[src/rtl/mem_access_ctrl.sv]
// MEM-stage load/store controller: SRAM-like request/response handshake, pipeline stall,
// store lane replication and load extraction. Define LSU_ALIGN_CHECK_EN to trap misaligned accesses.
module mem_access_ctrl (
    input  logic        clk,
    input  logic        resetn,
    input  logic        mem_en,
    input  logic        mem_wr,
    input  logic [1:0]  mem_size,
    input  logic        mem_sext,
    input  logic [31:0] mem_addr,
    input  logic [31:0] mem_wdata,
    input  logic        flush,
    output logic        stall,
    output logic        done,
    output logic [31:0] ld_data,
    output logic        adel,
    output logic        ades,
    output logic        data_req,
    output logic        data_wr,
    output logic [1:0]  data_size,
    output logic [31:0] data_addr,
    output logic [31:0] data_wdata,
    output logic [3:0]  data_wstrb,
    input  logic        data_addr_ok,
    input  logic        data_data_ok,
    input  logic [31:0] data_rdata
);

    typedef enum logic [1:0] {StIdle, StReq, StWait, StDiscard} state_e;

    state_e      state_q, state_d;
    logic        req_q;
    logic        wr_q;
    logic        sext_q;
    logic [1:0]  size_q;
    logic [31:0] addr_q;
    logic [31:0] wdata_q;
    logic [3:0]  wstrb_q;

    logic [1:0]  req_size;
    logic [31:0] req_addr;
    logic        fault;
    logic        go;
    logic [31:0] st_wdata;
    logic [3:0]  st_wstrb;
    logic [31:0] rd_shift;

    // Size 11 behaves as a word access everywhere, including on the bus.
    assign req_size = (mem_size == 2'b11) ? 2'b10 : mem_size;

`ifdef LSU_ALIGN_CHECK_EN
    logic misalign;
    assign misalign = ((req_size == 2'b01) && mem_addr[0])
                    || ((req_size == 2'b10) && (mem_addr[1:0] != 2'b00));
    assign fault    = misalign;
    assign req_addr = mem_addr;
    assign adel     = (state_q == StIdle) && mem_en && misalign && !mem_wr;
    assign ades     = (state_q == StIdle) && mem_en && misalign && mem_wr;
`else
    assign fault = 1'b0;
    assign adel  = 1'b0;
    assign ades  = 1'b0;
    always_comb begin
        req_addr = mem_addr;
        if (req_size == 2'b10) begin
            req_addr[1:0] = 2'b00;
        end else if (req_size == 2'b01) begin
            req_addr[0] = 1'b0;
        end
    end
`endif

    assign go = (state_q == StIdle) && mem_en && !flush && !fault;

    always_comb begin
        st_wdata = mem_wdata;
        st_wstrb = 4'b1111;
        case (req_size)
            2'b00: begin
                st_wdata = {4{mem_wdata[7:0]}};
                st_wstrb = 4'b0001 << req_addr[1:0];
            end
            2'b01: begin
                st_wdata = {2{mem_wdata[15:0]}};
                st_wstrb = req_addr[1] ? 4'b1100 : 4'b0011;
            end
            default: ;
        endcase
        if (!mem_wr) begin
            st_wstrb = 4'b0000;
        end
    end

    always_ff @(posedge clk or negedge resetn) begin
        if (!resetn) begin
            state_q <= StIdle;
        end else begin
            state_q <= state_d;
        end
    end

    always_comb begin
        state_d = state_q;
        unique case (state_q)
            StIdle: begin
                if (go) state_d = StReq;
            end
            StReq: begin
                if (data_addr_ok) begin
                    state_d = flush ? StDiscard : StWait;
                end else if (flush) begin
                    state_d = StIdle;
                end
            end
            StWait: begin
                if (data_data_ok) begin
                    state_d = StIdle;
                end else if (flush) begin
                    state_d = StDiscard;
                end
            end
            StDiscard: begin
                if (data_data_ok) state_d = StIdle;
            end
            default: state_d = StIdle;
        endcase
    end

    always_comb begin
        stall = 1'b0;
        done  = 1'b0;
        unique case (state_q)
            StIdle:    stall = go;
            StReq:     stall = 1'b1;
            StWait: begin
                stall = !data_data_ok;
                done  = data_data_ok && !flush;
            end
            StDiscard: stall = mem_en;
            default:   ;
        endcase
        if (flush) begin
            stall = 1'b0;
        end
    end

    // Bus fields are captured once on issue so they hold steady until accepted.
    always_ff @(posedge clk or negedge resetn) begin
        if (!resetn) begin
            req_q   <= 1'b0;
            wr_q    <= 1'b0;
            sext_q  <= 1'b0;
            size_q  <= 2'b00;
            addr_q  <= 32'b0;
            wdata_q <= 32'b0;
            wstrb_q <= 4'b0;
        end else begin
            req_q <= (state_d == StReq);
            if (go) begin
                wr_q    <= mem_wr;
                sext_q  <= mem_sext;
                size_q  <= req_size;
                addr_q  <= req_addr;
                wdata_q <= st_wdata;
                wstrb_q <= st_wstrb;
            end
        end
    end

    assign data_req   = req_q;
    assign data_wr    = wr_q;
    assign data_size  = size_q;
    assign data_addr  = addr_q;
    assign data_wdata = wdata_q;
    assign data_wstrb = wstrb_q;

    assign rd_shift = data_rdata >> {addr_q[1:0], 3'b000};

    always_comb begin
        ld_data = 32'b0;
        if (done) begin
            case (size_q)
                2'b00:   ld_data = {{24{sext_q & rd_shift[7]}}, rd_shift[7:0]};
                2'b01:   ld_data = {{16{sext_q & rd_shift[15]}}, rd_shift[15:0]};
                default: ld_data = rd_shift;
            endcase
        end
    end

endmodule

[config.mk]
export PLATFORM = sky130hd
export DESIGN_NAME = mem_access_ctrl
export DESIGN_NICKNAME = d
export VERILOG_FILES = /design/src/rtl/mem_access_ctrl.sv
export SDC_FILE = /design/constraint.sdc
export NUM_CORES = 1
export LEC_CHECK = 0
export ABC_AREA = 1
export CELL_PAD_IN_SITES_DETAIL_PLACEMENT = 0
export CELL_PAD_IN_SITES_GLOBAL_PLACEMENT = 2
export CORE_AREA = 2 2 144 146
export DETAILED_ROUTE_END_ITERATION = 8
export DIE_AREA = 0 0 146 148
export PLACE_DENSITY_LB_ADDON = 0.1
export SLEW_MARGIN = 30
export SYNTH_ARGS = -nofsm -noshare
export SYNTH_HDL_FRONTEND = slang
export SYNTH_SLANG_ARGS = --single-unit
export TNS_END_PERCENT = 30
[constraint.sdc]
create_clock -name clk -period 2.1 [get_ports clk]
set_input_delay 0.42 -clock clk [delete_from_list [all_inputs] [get_ports clk]]
set_output_delay 0.42 -clock clk [all_outputs]
set_load 0.05 [all_outputs]
Word level (Yosys, flattened, before mapping):

Index checks and enable logic that the tools add are counted.

* multiplexer cells: 21
* equal/unequal tests: 8
* shift-type cells: 2
* bitwise logic cells: 2
* reduce and logical (&&, ||, !) cells: 8

Operators by type and width (number)
* case mux 32 bit (2 select lines): 2
* 2-to-1 mux 32 bit: 1
* >> shifter 32 x 5 -> 32 bit: 1
* 2-to-1 mux 2 bit: 7
* == test 2 x 1 -> 1 bit, second input constant: 4
* == test 2 bit, second input constant: 4
* 2-to-1 mux 4 bit: 2
* case mux 2 bit (4 select lines): 1
* case mux 4 bit (2 select lines): 1
* logical NOT 2 bit: 3
* 2-to-1 mux 1 bit: 6
* case mux 1 bit (4 select lines): 1
* left shift 1 x 2 -> 4 bit, first input constant: 1
* logical AND 1 bit: 3
* bitwise AND 1 bit: 2
* logical NOT 1 bit: 2

* output and inout port bits: 108
* register bits after elaboration: 75
* word-level logic and storage cells: 49

Logic depth before layout (Yosys ltp):

Gate-level depths: netlist of run 1.

* word-level depth: 8
* depth in mapped cells: 9
* depth with buffers taken out: 7

Least setup slack after synthesis of run 1:

Ideal clock, no wire load.

* path type: flip-flop to output port
* start point: reg addr_q[0] (netlist: data_addr[0])
* end point: out ld_data[13]
* data required time: 1.680 ns
* arrival time: 2.121 ns
* path slack: -0.441 ns
* path buffers: 2
* cell stages (with the launch flop): 7
* cell sequence: dfrtp_1 > buf_4 > clkbuf_1 > nand2_1 > nand3_1 > nand3_1 > a21oi_1

* word-level cells in the longest chain between the ends: 4

RTL lines
* start, declared: line 36 `logic [31:0] addr_q;`
* start signal, assigned: line 163 `addr_q <= req_addr;`
* >> shifter 32 x 5 -> 32 bit *: line 177 `assign rd_shift = data_rdata >> {addr_q[1:0], 3'b000};`
* bitwise AND 1 bit: line 183 `2'b00: ld_data = {{24{sext_q & rd_shift[7]}}, rd_shift[7:0]};`
* case mux 32 bit (2 select lines) *: line 182 `case (size_q)`
* 2-to-1 mux 32 bit *: line 181 `if (done) begin`
* end, declared: line 15 `output logic [31:0] ld_data,`

Every way passes the cells marked *; elsewhere a longest branch is shown, timed or not.

Final worst setup path of run 1:

* start point: reg addr_q[0] (netlist: data_addr[0])
* end point: out ld_data[29]

* word-level cells in the longest chain between the ends: 4
* elaborated cells on any way between the ends: 5

RTL lines (line)
* >> shifter 32 x 5 -> 32 bit *: 177
* bitwise AND 1 bit (on tied branches): 184, 183
* case mux 32 bit (2 select lines) *: 182
* 2-to-1 mux 32 bit *: 181

Marks and branches as above.

==> summary.txt, run 1 <==
Global route
  • Initial antenna violation count: 0
  • Gr ovfl total: 0
  • Vias in the first global route: 4578
  • First-pass GRT wire length: 25.83 mm
  • Largest net degree at the start of global routing: 72
  • GR Util All Layers: 0.1532

Setup path
  • Crit start category: flip-flop
  • Crit-path max FO: 7
  • Setup CP Type: flip-flop to primary output
  • R2R depth: 8
  • WP data arrival: 1.81 ns
  • Worst path required time: 1.68 ns
  • Worst Setup End Kind: primary output

Route
  • Final wirelength: 16.52 mm
  • Residual DRC count: 0
  • Pre-Repair DR Iteration Count: 4
  • DRT antenna net count: 0
  • WL/cell: 15.60 microns
  • Vias: 4435
  • DR vias/cell: 4.188
  • Starting DRT DRC Count: ~170

CTS
  • H-tree levels: 3
  • Clk root buf: clkbuf_16
  • Clock Tree Buf Depth: 2
  • CTS tree: done
  • Total CTS buffers: 9
  • Later-pin clock latency in the skew report: 0.34 ns
  • Clk slew on worst S/H paths: around 0.06 ns
  • Clk sink count: 75

Floorplan
  • Vert. Die Dim: 148 microns
  • # rows: 52
  • Core area: 20040 sq um
  • Initial Utilization: 0.2082
  • Die width: around 150 microns
  • Die area: about 22000 sq um
  • IO Count: 214

Placed design
  • Dpl cells: 1035
  • Setup WS pre-CTS: -0.3126 ns
  • Routability cong.: 0.7921
  • Port Buf Inserts: 211
  • Detailed placement HPWL: 12.53 mm

Timing
  • Slew headroom: 0.5037
  • Final critical-path share of the clock period: 1.060
  • Final Hold Viols: 0
  • Clock skew: 0.006372 ns
  • Minimum clock period: 2.227 ns
  • Worst-margin pin slew: 0.7444 ns
  • Min setup slack post-route: -0.1268 ns
  • Setup repair after global routing missed its margin: true
  • Fmax: 449.1 MHz
  • Fin. max-slew vios: 0
  • Final Setup Violations: 27

Job
  • Max-cap viol count: 0

Synthesis
  • Synth area leader: dfrtp_1
  • Mapped Cells: between 500 and 600
  • Async SR Flop Fraction: 1.000
  • Ys flop type: dfrtp_1
  • Number of synthesized flops with an enable pin: 0
  • Synth top area share: 0.4498
  • Syn Area/Cell: 7.398 sq um
  • Sequential area share after synthesis: 0.4498
  • Yosys cell types: 29
  • Register bit total from synthesis: 75
  • Yosys warnings: 0
  • Post-Syn Area: 4173 sq um
  • Area contributors post-synth: dfrtp_1 (45%), nand2_1 (21%), o21ai_0 (8.8%)

Pwr
  • Sequential share of power: 0.225
  • Net switching share of the total power: 0.5070
  • PwrDens: roughly 1500 nW/um^2
  • Clock Power Share: 0.149
  • VDD IR max: 723.1 uV
  • Logic pwr share: 0.626
  • Sw power: 5.772 mW
  • Tot Pwr: around 11 mW
  • Leakage power: 3.350 nW
  • Pint: roughly 5.6 mW

Layout
  • Commonest non-fill, non-tap cell in the layout: nand2_1
  • Final #Nets: between 800 and 900
  • Commonest cells after routing, fill and taps aside: nand2_1 (220), clkdlybuf4s50_1 (165), dfrtp_1 (70), o21ai_0 (52), buf_12 (39)
  • Antenna Diode Count: 0
  • Non-Filler Instances: 1059
  • Area growth from synthesis to layout: 86.57%
  • Final core occ: 0.3885
  • Share of cells above drive strength 1: 0.2193

Status
  • Violated checks: negative setup slack
  • Status: finished, violations left

Hold path
  • HP Class: input pin to asynchronous set/reset pin
worst max-delay path: stages (launching register included):
cell	delay (ns)
dfrtp_2	0.48
inv_6	0.14
nand3_2	0.11
a21oi_4	0.22
nor2_8	0.07
buf_12	0.15
nor2_4	0.13
buf_12	0.14
state kept, by name, summed over array words and instances, names as in the netlist:
signal and cells:
data_addr 32, data_req 1, data_size 2, data_wdata 32, data_wr 1, data_wstrb 4
sext_q 1, state_q 2
final cells by class:
class                           instances  area (sq um)
Clock buffer                            9         225.2
Tap cell                              270         337.8
Timing Repair Buffer                  242          2784
Fill cell                            2124         12250
Multi-Input combinational cell        420          2296
Inverter                               35         151.4
Sequential cell                        75          1883
Timing Repair inverter                  1         6.256
Clock inverter                          7         101.3
kinds of logic (layout without fill, tap and decap cells):
kind of cell	after synthesis	after routing	synth area share
other	1	2	0.0008987
buffers and inverters	70	294	0.08306
AND/OR/NAND/NOR	295	295	0.3121
flip-flops	75	75	0.4498
AO/OA/AOI/OAI	123	123	0.1541
per-layer routing:
| metal | vias up | global-route usage | routed length (microns) |
|---|---|---|---|
| li1 | 2241 | - | - |
| met1 | 2027 | 0.1905 | 7072 |
| met2 | 151 | 0.2533 | 7869 |
| met3 | 16 | 0.05123 | 1326 |
| met4 | 0 | 0.04515 | 253 |
| met5 | - | 0 | 0 |
final timing paths:
kind | startpoint | end | slack, ns
hold reg to reg | data_addr[26] | data_addr[26] | 0.48
min in group clk | data_addr[26] | data_addr[26] | 0.48
hold / removal | resetn | data_wdata[14] | 0.13
max in group asynchronous | resetn | data_addr[29] | 1.34
setup reg to reg | state_q[0] | data_addr[15] | 0.55
setup / recovery | data_addr[0] | ld_data[29] | -0.13
cell usage after synthesis (2+ instances only):
cell type,n
nand2_1,235
dfrtp_1,75
o21ai_0,73
a21oi_1,39
inv_1,30
nand3_1,19
nor2_1,18
buf_2,13
nor2_4,12
clkbuf_1,10
buf_4,9
a31oi_1,7
inv_2,3
nand2_4,2
nand3_2,2
nand3_4,2
nand4_1,2
o211ai_1,2
through the flow:
step,instance area (sq um),setup TNS (ns),hold slack (ns)
after floorplan,4350,-0.4163,0.1244
after global placement,7137,-5.935,0.4618
after detailed placement,7137,-6.733,0.4645
after CTS,7725,-2.733,0.1686
after global routing,7785,-4.897,0.1988
final,7785,-2.510,0.1295
timing repair:
action	4_1_cts	5_1_grt
resized for setup	71	13
pin swaps	12	2
hold buffers	0	0
buffers inserted	5	0
gates cloned	2	1
endpoints found under the setup margin	33	33
power by group through the flow:
| stage | Combinational [mW] | Sequential [mW] | Clock [mW] |
|---|---|---|---|
| floorplan | 2.09 | 4.77 | 0 |
| global placement | 6.67 | 2.54 | 0 |
| detailed placement | 6.68 | 2.55 | 0 |
| CTS | 7.15 | 2.56 | 1.78 |
| global route | 7.57 | 2.66 | 1.83 |
| finish | 7.13 | 2.56 | 1.70 |
No activity file was read; power rests on OpenSTA's default activity.
==> run 2: changes to the inputs <==
--- a/config.mk
+++ b/config.mk
@@ -12,7 +12,6 @@
 export DETAILED_ROUTE_END_ITERATION = 8
 export DIE_AREA = 0 0 146 148
 export PLACE_DENSITY_LB_ADDON = 0.1
-export SLEW_MARGIN = 30
 export SYNTH_ARGS = -nofsm -noshare
 export SYNTH_HDL_FRONTEND = slang
 export SYNTH_SLANG_ARGS = --single-unit
==> results of run 2 <==
Same layout as run 1: the final DEF is identical, and so are final timing and power.
